### src/rtl/la_rrarb.sv
`default_nettype none
// ============================================================================
//  Module   : la_rrarb
//  Brief    : Round-robin arbiter with a registered one-hot grant. The grant
//             stays with its owner while the owner keeps requesting. An
//             optional hold limit forces a hand-over when others are waiting.
//  Revision : 1.0 - initial release
// ============================================================================
module la_rrarb #(
    parameter int N    = 4,
    parameter int HOLD = 0,
    parameter     PROP = "DEFAULT"
) (
    input  logic         clk,
    input  logic         reset,
    input  logic         en,
    input  logic [N-1:0] req,
    output logic [N-1:0] grant,
    output logic         busy
);

    localparam int                 c_PTR_W = (N > 1) ? $clog2(N) : 1;
    localparam int                 c_CNT_W = (HOLD > 0) ? $clog2(HOLD + 1) : 1;
    localparam logic [c_PTR_W-1:0] c_LAST  = c_PTR_W'(N - 1);
    localparam logic [c_CNT_W-1:0] c_HOLD  = c_CNT_W'(HOLD);
    localparam logic [c_CNT_W-1:0] c_ONE   = c_CNT_W'(1);

    logic [N-1:0]       r_grant;
    logic               r_busy;
    logic [c_PTR_W-1:0] r_ptr;
    logic [c_CNT_W-1:0] r_cnt;

    logic [N-1:0]       w_cand;
    logic               w_hi_found;
    logic [c_PTR_W-1:0] w_hi_idx;
    logic               w_found;
    logic [c_PTR_W-1:0] w_lo_idx;
    logic [c_PTR_W-1:0] w_win;
    logic [N-1:0]       w_win_oh;
    logic [c_PTR_W-1:0] w_ptr_adv;
    logic               w_idle;
    logic               w_owner_req;
    logic               w_at_hold;
    logic [N-1:0]       w_grant_nxt;
    logic [c_PTR_W-1:0] w_ptr_nxt;
    logic [c_CNT_W-1:0] w_cnt_nxt;

    // The current owner never competes: this handles both release (its req is
    // already low) and forced hand-over (it must be excluded).
    assign w_cand = req & ~r_grant;

    // Circular priority search: lowest candidate at or above ptr wins,
    // otherwise the lowest candidate overall (the wrapped part of the ring).
    always_comb begin
        w_hi_found = 1'b0;
        w_hi_idx   = '0;
        w_found    = 1'b0;
        w_lo_idx   = '0;
        for (int i = N - 1; i >= 0; i--) begin
            if (w_cand[i]) begin
                w_found  = 1'b1;
                w_lo_idx = c_PTR_W'(i);
                if (c_PTR_W'(i) >= r_ptr) begin
                    w_hi_found = 1'b1;
                    w_hi_idx   = c_PTR_W'(i);
                end
            end
        end
        w_win = w_hi_found ? w_hi_idx : w_lo_idx;
    end

    // Winner decode and pointer advance; the wrap is modulo N, not 2^width.
    always_comb begin
        w_win_oh = '0;
        for (int i = 0; i < N; i++) begin
            w_win_oh[i] = (w_win == c_PTR_W'(i));
        end
        w_ptr_adv = (w_win == c_LAST) ? '0 : w_win + 1'b1;
    end

    assign w_idle      = ~|r_grant;
    assign w_owner_req = |(req & r_grant);
    assign w_at_hold   = (HOLD > 0) && (r_cnt == c_HOLD);

    // Next grant / pointer / hold count, from idle, held or released ownership.
    always_comb begin
        w_grant_nxt = r_grant;
        w_ptr_nxt   = r_ptr;
        w_cnt_nxt   = r_cnt;
        if (w_idle) begin
            if (en && w_found) begin
                w_grant_nxt = w_win_oh;
                w_ptr_nxt   = w_ptr_adv;
                w_cnt_nxt   = c_ONE;
            end
        end else if (w_owner_req) begin
            if (en && w_at_hold && w_found) begin
                w_grant_nxt = w_win_oh;
                w_ptr_nxt   = w_ptr_adv;
                w_cnt_nxt   = c_ONE;
            end else if ((HOLD > 0) && (r_cnt != c_HOLD)) begin
                w_cnt_nxt = r_cnt + 1'b1;
            end
        end else begin
            if (en && w_found) begin
                w_grant_nxt = w_win_oh;
                w_ptr_nxt   = w_ptr_adv;
                w_cnt_nxt   = c_ONE;
            end else begin
                w_grant_nxt = '0;
                w_cnt_nxt   = '0;
            end
        end
    end

    // Arbiter state registers; busy is registered alongside grant.
    always_ff @(posedge clk or posedge reset) begin
        if (reset) begin
            r_grant <= '0;
            r_busy  <= 1'b0;
            r_ptr   <= '0;
            r_cnt   <= '0;
        end else begin
            r_grant <= w_grant_nxt;
            r_busy  <= |w_grant_nxt;
            r_ptr   <= w_ptr_nxt;
            r_cnt   <= w_cnt_nxt;
        end
    end

    assign grant = r_grant;
    assign busy  = r_busy;

endmodule
`default_nettype wire

### config.mk
export PLATFORM = sky130hd
export DESIGN_NAME = la_rrarb
export DESIGN_NICKNAME = d
export VERILOG_FILES = /design/src/rtl/la_rrarb.sv
export SDC_FILE = /design/constraint.sdc
export NUM_CORES = 1
export LEC_CHECK = 0
export ABC_AREA = 1
export CAP_MARGIN = 40
export CORE_AREA = 2 2 39 41
export DETAILED_ROUTE_END_ITERATION = 7
export DIE_AREA = 0 0 41 43
export PLACE_DENSITY = 0.75
export SYNTH_ARGS = -nofsm -noshare
export SYNTH_HDL_FRONTEND = slang
export SYNTH_SLANG_ARGS = --single-unit
### constraint.sdc
create_clock -name clk -period 4.42 [get_ports clk]
set_input_delay 1.105 -clock clk [delete_from_list [all_inputs] [get_ports clk]]
set_output_delay 1.105 -clock clk [all_outputs]
set_load 0.03 [all_outputs]
* After elaboration in Yosys (flattened, before gate mapping)
Index checks and enable logic that the tools add are counted.
** Storage, ports and cells
- Register bits :: 7
- Output and inout bits :: 5
- Word-level logic and storage cells :: 53
** Operators by class
- Add/sub/neg operators :: 1
- Magnitude comparators :: 4
- Equality and inequality tests :: 4
- Multiplexer cells :: 33
- Bitwise logic cells :: 3
- Reductions and logical operators :: 5
** Operators by type and width (number)
- 2-to-1 mux 2 bit :: 17
- 2-to-1 mux 4 bit :: 4
- 2-to-1 mux 1 bit :: 12
- OR reduction 4 bit :: 3
- bitwise AND 4 bit :: 2
- == test 2 bit (second input constant) :: 2
- greater-or-equal comparator 1 x 2 -> 1 bit (first input constant) :: 2
- greater-or-equal comparator 2 bit (first input constant) :: 2
- inverter 4 bit :: 1
- adder 2 x 1 -> 2 bit (second input constant) :: 1
- == test 2 x 1 -> 1 bit (second input constant) :: 1
- logical NOT 2 bit :: 1
- != test 2 bit (second input constant) :: 1
- logical AND 1 bit :: 1

* Depth between registers and ports, before layout
Gate-level depths: netlist of the first run.
- Depth after elaboration :: 15
- Depth in mapped cells :: 14

* Least setup slack after synthesis of the first run
Ideal clock, no wire load.
- Path kind :: input to register
- From :: input req[2]
- To :: register r_busy (netlist: busy)
- Library setup time :: 119 ps
- Arrival time :: 2027 ps
- Required time :: 4301 ps
- Slack :: 2275 ps
- Stages on the path :: 13
- Cell sequence :: nand2_2 > inv_2 > nand2_1 > nand2_1 > nor2_1 > nand2_1 > nand3_2 > inv_1 > ha_1 > nand4_1 > nand2_1 > nor2_1 > nand2_1
** On the way
- Longest elaborated chain between the ends :: 12
- Elaborated cells between the ends (all ways) :: 30
** RTL lines
- start, declared :: RTL line 17 : input logic [N-1:0] req,
- bitwise AND 4 bit :: RTL line 50 : assign w_cand = req & ~r_grant;
- 2-to-1 mux 2 bit / 2-to-1 mux 1 bit (equally long branches) :: RTL line 60 : if (w_cand[i]) begin
- 2-to-1 mux 2 bit / 2-to-1 mux 1 bit (equally long branches) :: RTL line 63 : if (c_PTR_W'(i) >= r_ptr) begin
- 2-to-1 mux 2 bit / 2-to-1 mux 1 bit (equally long branches) :: RTL line 60
- 2-to-1 mux 2 bit / 2-to-1 mux 1 bit (equally long branches) :: RTL line 63
- 2-to-1 mux 2 bit / 2-to-1 mux 1 bit (equally long branches) :: RTL line 60
- 2-to-1 mux 2 bit :: RTL line 69 : w_win = w_hi_found ? w_hi_idx : w_lo_idx;
- == test 2 x 1 -> 1 bit :: RTL line 76 : w_win_oh[i] = (w_win == c_PTR_W'(i));
- 2-to-1 mux 4 bit :: RTL line 105 : if (en && w_found) begin
- 2-to-1 mux 4 bit :: RTL line 96 : end else if (w_owner_req) begin
- 2-to-1 mux 4 bit (*) :: RTL line 90 : if (w_idle) begin
- via w_grant_nxt[1] :: RTL line 44 : logic [N-1:0] w_grant_nxt;
- OR reduction 4 bit (*) :: RTL line 125 : r_busy <= |w_grant_nxt;
- end signal, assigned :: RTL line 125
- end, declared :: RTL line 29 : logic r_busy;
Mark *: on every way through the listed nets, which the timed path passes. The rest lies on a longest branch.
A chain may end at the register's enable or synchronous reset.

* Final worst setup path of the first run
Same ends and word-level chain as after synthesis.

==> impl_metrics.py, run 1 <==
metrics = {
    "setup_path": {
        "crit_buf_inv": 3,
        "cp_top_family": "simple AND/OR/NAND/NOR gates",
        "crit_path_end_kind": "flip-flop",
        "reg2reg_setup_slack_ns": 2.75,
        "start_kind": "input port",
        "critPathKind": "input port to flip-flop",
        "reg2regPathDepth": 13,
        "r2r-start": "grant[2]",
        "worstPathMaxFanout": 4,
        "cpMostUsedCell": "nand2_1",
        "arrival_ns": 2.69,
        "cp.required_ns": 4.55,
        "max_stage_delay_ns": 0.49,
        "path_cells": "clkdlybuf4s50_1, nand2_2, inv_2, nand2_1, nand2_1, a21oi_1, nor2_1, inv_1, ha_1, nand4_1, nand2_1, nor2_1, nand2_1",
        "reg2reg_to": "busy",
        "slowest_stage": "clkdlybuf4s50_1",
    },
    "power_and_ir_drop": {
        "power.leakage_nw": 0.379,
        "p_sw_share_pct": 48.3,
        "p_int_mw": 0.232,
        "p_comb_share_pct": 62.6,
        "power.switching_mw": 0.217,
        "clkPwrFrac_pct": 12.1,
        "p_per_area_nw_per_um2": 651,
        "p_seq_share_pct": 25.3,
        "ir_drop_mv": 0.394,
    },
    "clocking": {
        "cts_resized": 0,
        "htree_levels": 1,
        "cts-root-buf": "clkbuf_4",
        "cts_buffer_depth": 2,
        "insertion_delay_ns": 0.24,
        "cts_hold_buf": 0,
        "cts_buffers": 3,
        "tritoncts": "done",
        "postCtsSetupBuffers": 0,
        "cts.sinks": 7,
        "clkTransAtPathRegs_ns": 0.05,
    },
    "global_route": {
        "grt_pass1_wl_um": 1690,
        "grt_pass1_vias": 438,
        "overflow": 0,
        "gr-usage-met3_pct": 4.71,
        "grt_busiest_layer": "met1",
        "use_met2_pct": 19.4,
        "met1_usage_pct": 19.7,
        "grt_start_max_net_pins": 8,
        "antenna_found_initial": 0,
        "grt_usage_pct": 14.4,
    },
    "logic_synthesis": {
        "yosysWarnings": 0,
        "synth_mux_area_share_pct": 0,
        "ys_ff_latch": 7,
        "synth_area_per_cell_sq_um": 7.22,
        "ys_seq_area_share_pct": 32.8,
        "synth_most_common_cell": "nand2_1",
        "synth_top_family_by_area": "simple AND/OR/NAND/NOR gates",
        "yosys.area_share.simple_pct": 45.7,
        "synth.top_cells.by_area": "dfrtp_1 (33%), nand2_1 (18%), ha_1 (9.4%), inv_1 (5.6%), nand2_2 (4.7%)",
        "synthCells": 74,
        "synth_top_area_share_pct": 32.8,
        "synth-edff-count": 0,
        "synth_cell_types": 15,
        "async_flop_share_pct": 100,
        "synth_nets": 85,
        "synthFlopType": "dfrtp_1",
        "synth_xor_area_share_pct": 0,
        "synth_compound_area_share_pct": 2.81,
        "yosys.area_share.adder_pct": 9.37,
        "synth_top_area_cell": "dfrtp_1",
        "ys_top_cells_by_count": "nand2_1 (26), inv_1 (8), dfrtp_1 (7)",
        "synth_area_sq_um": 534,
    },
    "sta": {
        "fin_crit_ns": 2.56,
        "finalHoldViolCount": 0,
        "fmax_mhz": 390,
        "fin_crit_sh_pct": 58.0,
        "worstMarginPinSlew_ns": 0.305,
        "setup_violations": 0,
        "skew_ns": 0.00165,
        "rsz0062_at_grt": "no",
        "relSlewSlack_pct": 79.6,
        "fin_setup_tns_ns": 0,
        "drv_slew": 0,
    },
    "place": {
        "port-buffer-count": 11,
        "hpwl_um": 858,
        "place.gp.congestion": 0.754,
    },
    "outcome": {
        "status": "finished clean",
    },
    "detailed_routing": {
        "firstDrtPassIters": 4,
        "drc": 0,
        "wl_um": 1010,
        "wl_per_cell_um": 9.63,
        "via_per_inst": 4.44,
        "drt_first_iter_violations": 6,
        "ant_nets": 0,
        "vias": 466,
    },
    "worst_hold_path": {
        "min_from": "r_ptr[0]",
        "hold_path_end": "r_ptr[0]",
        "hp-class": "flip-flop to flip-flop",
        "hold_depth": 2,
    },
    "final_layout": {
        "final_core_util_pct": 49.9,
        "nFillCells": 130,
        "drive_gt1_share_pct": 19.1,
        "area_growth_pct": 29.3,
        "nets": 101,
        "num_antenna_cells": 0,
    },
    "floorplanning": {
        "die_y_um": 43,
        "die_area_sq_um": 1760,
        "start_util_pct": 38.6,
        "die_w_um": 41,
        "rows": 14,
        "io_pins": 12,
        "core-area_sq_um": 1380,
    },
    "run": {
        "drv_cap": 0,
    },
}
per-layer routing:
| metal | wire (um) | part of all wire (%) | vias up |
|---|---|---|---|
| li1 | - | - | 258 |
| met1 | 549 | 54 | 202 |
| met2 | 455 | 45 | 6 |
| met3 | 6 | 0.59 | 0 |
| met4 | 0 | 0 | 0 |
| met5 | 0 | 0 | - |
layout by cell type (no fill, tap or decap), types with 4 or more instances in the layout:
cell,netlist,routed
nand2_1,26,26
clkdlybuf4s50_1,0,11
inv_1,8,8
dfrtp_1,7,7
nor2_1,5,5
nand2_2,4,4
inv_2,4,4
nand4_1,4,4
ha_1,4,4
layout make-up:
| type | count | area (sq um) | share of cell area [%] |
|---|---|---|---|
| Timing Repair Buffer | 11 | 110 | 15.9 |
| Sequential cell | 7 | 175 | 25.4 |
| Clock buffer | 4 | 26.3 | 3.80 |
| Tap cell | 16 | 20.0 | 2.90 |
| Multi-Input combinational cell | 54 | 309 | 44.7 |
| Inverter | 13 | 50.0 | 7.25 |
per-stage QoR:
step	instances	cell area (sq um)	setup WS [ns]	total power [mW]	hold slack [ns]
floorplan	74	534	2.27	0.318	0.470
global placement	101	664	1.65	0.391	0.493
detailed placement	101	664	1.62	0.397	0.498
CTS	105	691	1.88	0.455	0.510
global route	105	691	1.71	0.496	0.546
finish	105	691	1.86	0.450	0.506
worst min-delay path, delay by kind of cell, from the launching register on:
| kind | cells | cell delay (ns) |
|---|---|---|
| DFF | 1 | 0.36 |
| and+or+nand+nor | 2 | 0.12 |
sequential cells by signal, indices dropped and copies added (netlist names):
signal,flops
busy,1
grant,4
r_ptr,2
cells by family after synthesis:
logic type | Yosys count
buffers and inverters | 13
DFF | 7
AOI/OAI and AO/OA | 3
adders and majority gates | 4
and+or+nand+nor | 47
how the worst max path moves through the flow:
stage	from	endpoint	slack, ns	cells past startpoint
5_1_grt	req[2]	busy	1.71	13
2_1_floorplan	req[2]	busy	2.27	13
6_report	req[2]	busy	1.86	13
3_3_place_gp	req[2]	busy	1.65	13
4_1_cts	req[2]	busy	1.88	13
3_5_place_dp	req[2]	busy	1.62	13
power by group through the flow:
stage | Sequential [mW] | Clock (mW) | Combinational, mW
2_1_floorplan | 0.146 | 0 | 0.172
3_3_place_gp | 0.114 | 0 | 0.277
3_5_place_dp | 0.115 | 0 | 0.282
4_1_cts | 0.114 | 0.0572 | 0.284
5_1_grt | 0.120 | 0.0637 | 0.313
6_report | 0.114 | 0.0542 | 0.282
(Power assumes the default switching activity.)
==> run 2, diff against run 1 <==
--- a/config.mk
+++ b/config.mk
@@ -10,7 +10,7 @@
 export CORE_AREA = 2 2 39 41
 export DETAILED_ROUTE_END_ITERATION = 7
 export DIE_AREA = 0 0 41 43
-export PLACE_DENSITY = 0.75
+export PLACE_DENSITY = 0.78
 export SYNTH_ARGS = -nofsm -noshare
 export SYNTH_HDL_FRONTEND = slang
 export SYNTH_SLANG_ARGS = --single-unit
==> constraint.sdc (replaced) <==
create_clock -name clk -period 2.3 [get_ports clk]
set_input_delay 0.575 -clock clk [delete_from_list [all_inputs] [get_ports clk]]
set_output_delay 0.575 -clock clk [all_outputs]
set_load 0.03 [all_outputs]
==> run 2 against run 1 <==
Global-route usage increased by 0.63 points; first-iteration DRC count increased by 33%; critical path depth increased by 1; setup slack got worse by 1.5 ns; critical path type unchanged; combinational power increased by 89%; utilization unchanged.
==> impl_metrics.py, run 2 (synthesized netlist as in run 1, its figures left out) <==
metrics = {
    "floorplanning": {
        "start_util_pct": 38.6,
        "die_w_um": 41,
        "core-area_sq_um": 1380,
        "io_pins": 12,
        "die_y_um": 43,
        "rows": 14,
        "die_area_sq_um": 1760,
    },
    "power_and_ir_drop": {
        "ir_drop_mv": 0.491,
        "p_per_area_nw_per_um2": 1240,
        "power.leakage_nw": 0.379,
        "total_power_mw": 0.859,
    },
    "clocking": {
        "insertion_delay_ns": 0.25,
        "clkTransAtPathRegs_ns": 0.05,
        "cts_hold_buf": 0,
        "cts-root-buf": "clkbuf_4",
        "cts_resized": 0,
        "cts_buffer_depth": 2,
        "tritoncts": "done",
        "postCtsSetupBuffers": 0,
        "cts_buffers": 3,
        "cts.sinks": 7,
        "htree_levels": 1,
    },
    "place": {
        "port-buffer-count": 11,
        "place.gp.congestion": 0.803,
        "dpl-instance-area_sq_um": 664,
        "hpwl_um": 863,
    },
    "setup_path": {
        "critPathKind": "input port to flip-flop",
        "start_kind": "input port",
        "cp.required_ns": 2.44,
        "arrival_ns": 2.11,
        "crit_path_end_kind": "flip-flop",
        "worstPathMaxFanout": 4,
    },
    "final_layout": {
        "multi_input_area_sq_um": 309,
        "num_antenna_cells": 0,
        "final_cell_mix": "nand2_1 (26), clkdlybuf4s50_1 (11), inv_1 (8), dfrtp_1 (7), nor2_1 (5)",
        "seq_area_sq_um": 175,
        "nFillCells": 135,
        "nets": 101,
        "area_growth_pct": 29.3,
        "largest_register_ffs": 4,
        "stdcell_area_sq_um": 691,
        "final_common_cell": "nand2_1",
        "drive_gt1_share_pct": 19.1,
        "final_core_util_pct": 49.9,
    },
    "detailed_routing": {
        "wl_um": 1020,
        "wl_per_cell_um": 9.74,
        "ant_nets": 0,
        "firstDrtPassIters": 4,
        "via_per_inst": 4.54,
        "vias": 477,
        "drt_first_iter_violations": 8,
        "drc": 0,
    },
    "global_route": {
        "grt_usage_pct": 15.1,
        "overflow": 0,
        "grt_pass1_wl_um": 1700,
        "grt_start_max_net_pins": 8,
        "grt_pass1_vias": 433,
        "antenna_found_initial": 0,
    },
    "worst_hold_path": {
        "hp-class": "flip-flop to flip-flop",
    },
    "sta": {
        "finalHoldViolCount": 0,
        "fin_crit_sh_pct": 85.8,
        "fin_hold_ws_ns": 0.511,
        "fin_setup_tns_ns": 0,
        "worstMarginPinSlew_ns": 0.305,
        "fmax_mhz": 507,
        "setup_violations": 0,
        "relSlewSlack_pct": 79.6,
        "drv_slew": 0,
        "skew_ns": 0.000395,
        "rsz0062_at_grt": "no",
        "fin_crit_ns": 1.97,
    },
    "outcome": {
        "status": "finished clean",
    },
    "run": {
        "drv_cap": 0,
    },
}
## run 2: cell counts in the layout (fill, tap and decap cells not counted)
No cell type changed its count.
## run 2: power by group
group	switching, mW	total [mW]	internal [mW]
logic	0.330	0.532	0.202
registers	0.0425	0.220	0.177
clock network	0.0415	0.107	0.0660
## run 2: per-layer routing
metal,vias to the layer above,wire [um],GRT usage [%]
met2,9,473,20.6
met5,-,0,0
met3,4,40,1.57
li1,260,-,-
met1,204,475,19.5
met4,0,33,14.0
## run 2: final timing paths
path | from | to | slack, ns | cells after the start
min in group asynchronous | reset | grant[2] | 0.56 | 2
hold reg to reg | r_ptr[0] | r_ptr[0] | 0.51 | 2
setup reg to reg | grant[0] | busy | 0.64 | 12
setup / recovery | req[2] | busy | 0.33 | 14
hold / removal | r_ptr[0] | r_ptr[0] | 0.51 | 2
max in group asynchronous | reset | grant[3] | 1.53 | 2
## run 2: worst max-delay path: stages
cell and delay (ns):
clkdlybuf4s50_1 0.43, nand2_2 0.09, inv_2 0.05, nand2_1 0.05
nand2_1 0.06, nor2_1 0.09, nand2_1 0.07, nand3_2 0.10
inv_1 0.07, ha_1 0.19, nand4_1 0.10, nand2_2 0.06
nor2_1 0.11, nand2_1 0.06
## run 2: final cells by class
type	instances	share of cell area (%)
multi-input cells	54	44.7
flip-flops and latches	7	25.4
inverters	13	7.25
repair buffers	11	15.9
clock buffers	4	3.80
well taps	16	2.90
## run 2: metrics by stage
| step | instances | setup WS, ns |
|---|---|---|
| floorplan | 74 | 0.637 |
| global placement | 101 | 0.0710 |
| detailed placement | 101 | 0.0618 |
| CTS | 105 | 0.325 |
| global route | 105 | 0.146 |
| finish | 105 | 0.327 |
